**config.mk**
```make
export PLATFORM = sky130hd
export DESIGN_NAME = operand_fetch
export DESIGN_NICKNAME = d
export VERILOG_FILES = /design/src/rtl/operand_fetch.sv
export SDC_FILE = /design/constraint.sdc
export NUM_CORES = 1
export LEC_CHECK = 0
export CORE_ASPECT_RATIO = 0.75
export CORE_MARGIN = 3
export CORE_UTILIZATION = 45
export DETAILED_ROUTE_END_ITERATION = 6
export HOLD_SLACK_MARGIN = 0.15
export PLACE_DENSITY_LB_ADDON = 0.2
export SYNTH_ARGS = -nofsm -noshare
export SYNTH_HDL_FRONTEND = slang
export SYNTH_SLANG_ARGS = --single-unit
```
**constraint.sdc**
```tcl
create_clock -name clk -period 6.6 [get_ports clk]
set_input_delay 1.32 -clock clk [delete_from_list [all_inputs] [get_ports clk]]
set_output_delay 1.32 -clock clk [all_outputs]
set_load 0.05 [all_outputs]
```
**src/rtl/operand_fetch.sv**
```systemverilog
// Operand fetch stage: register-file read, busy scoreboard, one-deep output register.
// Define OPERAND_FETCH_BYPASS_EN to forward same-cycle writeback data into the operands.
module operand_fetch #(
  parameter int XLEN = 64,
  parameter int NREG = 32
) (
  input  logic            clk,
  input  logic            rst_n,
  input  logic            in_valid,
  output logic            in_ready,
  input  logic [4:0]      in_rs1,
  input  logic [4:0]      in_rs2,
  input  logic [4:0]      in_rd,
  input  logic            in_rd_we,
  output logic [4:0]      rf_read_a,
  output logic [4:0]      rf_read_b,
  input  logic [XLEN-1:0] rf_out_a,
  input  logic [XLEN-1:0] rf_out_b,
  input  logic            wb_en,
  input  logic [4:0]      wb_sel,
  input  logic [XLEN-1:0] wb_data,
  output logic            out_valid,
  input  logic            out_ready,
  output logic [XLEN-1:0] out_op_a,
  output logic [XLEN-1:0] out_op_b,
  output logic [4:0]      out_rd,
  output logic            out_rd_we
);

  logic [NREG-1:0] busy_q, busy_d;
  logic            out_valid_q, out_valid_d;
  logic [XLEN-1:0] op_a_q, op_a_d, op_b_q, op_b_d;
  logic [4:0]      rd_q, rd_d;
  logic            rd_we_q, rd_we_d;

  logic            haz_a, haz_b, hazard, accept;
  logic [XLEN-1:0] opnd_a, opnd_b;

  assign rf_read_a = in_rs1;
  assign rf_read_b = in_rs2;

`ifdef OPERAND_FETCH_BYPASS_EN
  logic byp_a, byp_b;

  // A writeback landing this cycle both supplies the value and retires the hazard.
  always_comb begin
    byp_a  = wb_en && (wb_sel == in_rs1) && (in_rs1 != 5'd0);
    byp_b  = wb_en && (wb_sel == in_rs2) && (in_rs2 != 5'd0);
    haz_a  = (in_rs1 != 5'd0) && busy_q[in_rs1] && !byp_a;
    haz_b  = (in_rs2 != 5'd0) && busy_q[in_rs2] && !byp_b;
    opnd_a = (in_rs1 == 5'd0) ? '0 : (byp_a ? wb_data : rf_out_a);
    opnd_b = (in_rs2 == 5'd0) ? '0 : (byp_b ? wb_data : rf_out_b);
  end
`else
  always_comb begin
    haz_a  = (in_rs1 != 5'd0) && busy_q[in_rs1];
    haz_b  = (in_rs2 != 5'd0) && busy_q[in_rs2];
    opnd_a = (in_rs1 == 5'd0) ? '0 : rf_out_a;
    opnd_b = (in_rs2 == 5'd0) ? '0 : rf_out_b;
  end
`endif

  assign hazard   = haz_a || haz_b;
  assign in_ready = (!out_valid_q || out_ready) && !hazard;
  assign accept   = in_valid && in_ready;

  always_comb begin
    out_valid_d = out_valid_q;
    op_a_d      = op_a_q;
    op_b_d      = op_b_q;
    rd_d        = rd_q;
    rd_we_d     = rd_we_q;
    if (accept) begin
      out_valid_d = 1'b1;
      op_a_d      = opnd_a;
      op_b_d      = opnd_b;
      rd_d        = in_rd;
      rd_we_d     = in_rd_we;
    end else if (out_ready) begin
      out_valid_d = 1'b0;
    end
  end

  // Clear first so a same-cycle set of the same index wins.
  always_comb begin
    busy_d = busy_q;
    if (wb_en && (wb_sel != 5'd0))
      busy_d[wb_sel] = 1'b0;
    if (accept && in_rd_we && (in_rd != 5'd0))
      busy_d[in_rd] = 1'b1;
    busy_d[0] = 1'b0;
  end

  always_ff @(posedge clk or negedge rst_n) begin
    if (!rst_n) begin
      busy_q      <= '0;
      out_valid_q <= 1'b0;
      op_a_q      <= '0;
      op_b_q      <= '0;
      rd_q        <= '0;
      rd_we_q     <= 1'b0;
    end else begin
      busy_q      <= busy_d;
      out_valid_q <= out_valid_d;
      op_a_q      <= op_a_d;
      op_b_q      <= op_b_d;
      rd_q        <= rd_d;
      rd_we_q     <= rd_we_d;
    end
  end

  assign out_valid = out_valid_q;
  assign out_op_a  = op_a_q;
  assign out_op_b  = op_b_q;
  assign out_rd    = rd_q;
  assign out_rd_we = rd_we_q;

endmodule

```
==> out/metrics.sh <==
STATUS='finished clean'
PRE_CTS_SETUP_SLACK_NS=1.098
PATH_CELLS='clkdlybuf4s50_1, mux4_2, mux4_2, o211ai_1, nand3_1, buf_4, inv_1, buf_12'
POST-ROUTE-PERIOD-UTIL=0.8333
WORSTHOLDPATHTYPE='flop to flop'
GRT_REMAINING_OVERFLOW=0
MET1_LENGTH_UM=8969
FILL_CELLS=1300
PATH_MAX_FANOUT=32
WORST_EP_REQUIRED_TIME_NS=5.28
CTS_NUM_SINKS=166
TIMING.CRITICAL_PATH.FROM_TYPE='primary input'
SYNTH_ENABLE_FLOP_CELLS=0
AREA.GROWTH.SYNTH_TO_FINAL_PCT=45.73
INITIAL_UTILIZATION=0.4659
TRITONROUTE_PASS_1_ITERS=5
PLACE_CONGESTION=0.8610
MAX_CLOCK_FREQ_GHz=0.1818
SHARE_OF_SYNTHESIZED_REGISTERS_CARRYING_AN_ASYNC_SET_OR_RESET=1.000
SYNTH_SEQUENTIAL_AREA_RATIO=0.5219
TIMING.CRITICAL_PATH.BUF_INV=4
PWR_DENSITY_CELL_nW_PER_UM2=367.3
SYNTHMOSTINSTANTIATEDCELL='sky130_fd_sc_hd__dfrtp_1'
NUMBER_OF_SYNTHESIZED_REGISTER_BITS=166
MAXSLEWVIOLCOUNT=0
DIE-AREA_UM2=19330
NUMBER_OF_BUFFERS_CREATED_BY_CTS=17
PATH_COMMON_CELL='sky130_fd_sc_hd__mux4_2'
CRITICAL_PATH.ENDPOINT_TYPE='output pin'
GRT_PASS1_VIAS=6451
SYN_INST=704
MEAN_NUMBER_OF_VIAS_PER_CELL=5.127
CORE-AREA_UM2=17080
POSTSYNTHNETCOUNT=922
PLACED_AREA_UM2=11040
VDD_IR_DROP_MAX_mV=0.2025
MAX_CAP_VIOL_COUNT=0
POSTCTSHOLDBUFS=0
NETLIST_TOP_CELLS_COUNT='sky130_fd_sc_hd__dfrtp_1 (166), sky130_fd_sc_hd__nand2_1 (84), sky130_fd_sc_hd__mux2i_1 (72)'
CRITICAL-PATH-SLOWEST-CELL='sky130_fd_sc_hd__clkdlybuf4s50_1'
DETAILEDPLACEMENTHPWL_UM=15490
CLOCK_TRANSITION_AT_PATH_REGS_NS=0.06
CRITICALPATHCATEGORY='primary input to output pin'
LAYOUT.CELL_AREA.NON_FILLER_UM2=11600
FINALSETUPVIOLATIONS=0
DIE_HEIGHT_UM=121.2
SYNTHDOMINANTAREACELLTYPE='sky130_fd_sc_hd__dfrtp_1'
RSZ0062_AT_GRT='no'
ANTENNA_LEFT=0
WORSTPATHARRIVAL_NS=4.18
TOTALNEGATIVESETUPSLACK_NS=0
TIMING.FINAL.CRIT_PERIOD_NS=5.500
NUMBER_OF_H_TREE_LEVELS=4
POST_SYNTH.CELL_AREA_AVG_UM2=11.31
NUM_ROWS=41
PORT_BUFFERS=299
TOP_LAYER='met4'
TIMING_HOLD_VIOLATIONS_FINAL=0
CLOCK_INSERTION_DELAY_WORST_SKEW_NS=0.42
DRCVIOLATIONCOUNT=0
GRT_START_MAX_NET_PINS=101
TIMING.CRITICAL_PATH.MAX_DELAY_FAMILY='buffers and inverters'
DRT_WL_TOTAL_UM=21660
GRT_PASS1_WL_UM=34510
DR.FIRST_ITER.DRC_COUNT=618
POST_CTS_SETUP_BUFFER_COUNT=0
MAX-CLOCK-PATH-BUFFERS=2
ROUTED-VIA-COUNT=6291
FINCLKSKEW_NS=0.009126
POST_SYNTH_MAIN_AREA_CONTRIBUTORS='sky130_fd_sc_hd__dfrtp_1 (52%), sky130_fd_sc_hd__mux2_2 (9.5%), sky130_fd_sc_hd__mux2i_1 (9.1%), sky130_fd_sc_hd__nor2b_1 (5.3%), sky130_fd_sc_hd__nand2_1 (4.0%)'
YOSYSWARNINGS=0
MET2_WIRELENGTH_UM=10020
FINALWORSTSETUPSLACK_NS=1.100
SYNTH.CELL_AREA_UM2=7959
GROUTE.USAGE.OVERALL=0.2261
DESIGN_POWER_TOTAL_uW=4261
CRITICAL-PATH-MAX-STAGE-DELAY_NS=0.90
DETAIL_ROUTE.WL_PER_CELL_UM=17.65
SYNTH-MAIN-FF-CELL='sky130_fd_sc_hd__dfrtp_1'
YS_TYPES=34
CELLLEAKAGEPOWER_uW=0.005417
LAYOUT.NETS=1198
SHARE_OF_LAYOUT_CELLS_ABOVE_DRIVE_STRENGTH_1=0.1231
ANTENNA_VIOLATIONS_BEFORE_REPAIR=0
BOUNDARYPINS=364
YOSYS.AREA.TOP_TYPE_SHARE=0.5219
CTS_RESIZED=0
ANTENNADIODECOUNT=0
CHIPWIDTH_UM=159.6
SLEW_HEADROOM=0.4017
WORST-SLEW-PIN-TRANSITION_NS=0.8975
ROOT_BUFFER='sky130_fd_sc_hd__clkbuf_16'
WL_MET3_UM=2273
CTS_TREE='built'
==> layout by cell type, fill, tap and decap left out, drive strengths merged <==
master,netlist,layout
nor3,1,1
clkinv,0,7
a31oi,1,1
a221oi,1,1
bufinv,0,2
or2,2,2
o41ai,4,4
nand2,84,84
nand4,2,2
buf,30,9
clkdlybuf4s50,0,297
mux2i,72,72
o21a,1,1
o21ai,32,32
inv,67,69
nand3b,9,9
or3,2,2
o211ai,1,1
a21oi,2,2
mux2,72,72
a2111oi,1,1
nand3,9,9
nor2,8,8
nor4b,1,1
nor2b,67,67
nand4b,3,3
dfrtp,166,166
clkbuf,19,19
o2111ai,1,1
mux4,12,12
or3b,2,2
o31ai,26,26
nand2b,6,6
==> sequential cells by signal, summed over array words and instances (netlist names) <==
signal and cells:
out_rd_we 1, out_op_b 64, busy_q 31, out_op_a 64, out_rd 5, out_valid 1
==> cells by family (layout without fill, tap and decap cells) <==
family,count (synthesis),after routing,share of synthesized area
buffers and inverters,116,403,0.06854
AOI/OAI and AO/OA,70,70,0.05628
muxes,156,156,0.2264
and+or+nand+nor,196,196,0.1269
DFF,166,166,0.5219
==> metal layers <==
metal	track usage	up-vias
met5	0	-
met4	0.07490	0
met3	0.08598	29
met2	0.3546	263
met1	0.2909	3085
li1	-	2914
==> worst register-to-register path: stages (launching register included) <==
cell and delay, ns:
sky130_fd_sc_hd__dfrtp_1 0.41, sky130_fd_sc_hd__mux4_2 0.48, sky130_fd_sc_hd__mux4_2 0.48, sky130_fd_sc_hd__o211ai_1 0.22, sky130_fd_sc_hd__nand4_1 0.21, sky130_fd_sc_hd__buf_12 0.30, sky130_fd_sc_hd__mux2_1 0.57
==> final timing paths <==
| kind | to | slack [ns] | start | cells past startpoint |
|---|---|---|---|---|
| worst max-delay path | in_ready | 1.10 | in_rs1[0] | 8 |
| worst min-delay path | out_op_a[0] | 0.49 | out_op_a[0] | 1 |
| worst max register to register | out_op_a[1] | 3.80 | busy_q[31] | 6 |
| worst min register to register | out_op_a[0] | 0.49 | out_op_a[0] | 1 |
| max in group asynchronous | busy_q[26] | 4.63 | rst_n | 2 |
| min in group asynchronous | out_op_b[30] | 0.77 | rst_n | 1 |
==> layout make-up <==
class / instances / area, um^2 / area share
Sequential cell: 166 / 4154 / 0.3581
Clock inverter: 11 / 127.6 / 0.01100
Clock buffer: 19 / 432.9 / 0.03732
Multi-Input combinational cell: 422 / 3268 / 0.2818
Tap cell: 236 / 295.3 / 0.02546
Inverter: 67 / 251.5 / 0.02168
Timing Repair Buffer: 306 / 3069 / 0.2646
==> per-stage QoR <==
step,instances,hold WS [ns],util
2_1_floorplan,704,0.4840,-
3_3_place_gp,1197,0.4743,0.6462
4_1_cts,1227,0.4958,0.6790
5_1_grt,1227,0.5039,0.6790
6_report,1227,0.4928,0.6790
3_5_place_dp,1197,0.4809,0.6462
==> report_power, final <==
group | internal [uW] | leakage [uW] | switching (uW) | total [uW]
Sequential | 1270 | 0.00200 | 137 | 1410
Combinational | 687 | 0.00314 | 1200 | 1880
Clock | 556 | 0.000277 | 413 | 969
Total | 2510 | 0.00542 | 1750 | 4260
Power figures use the tool's default switching activity.
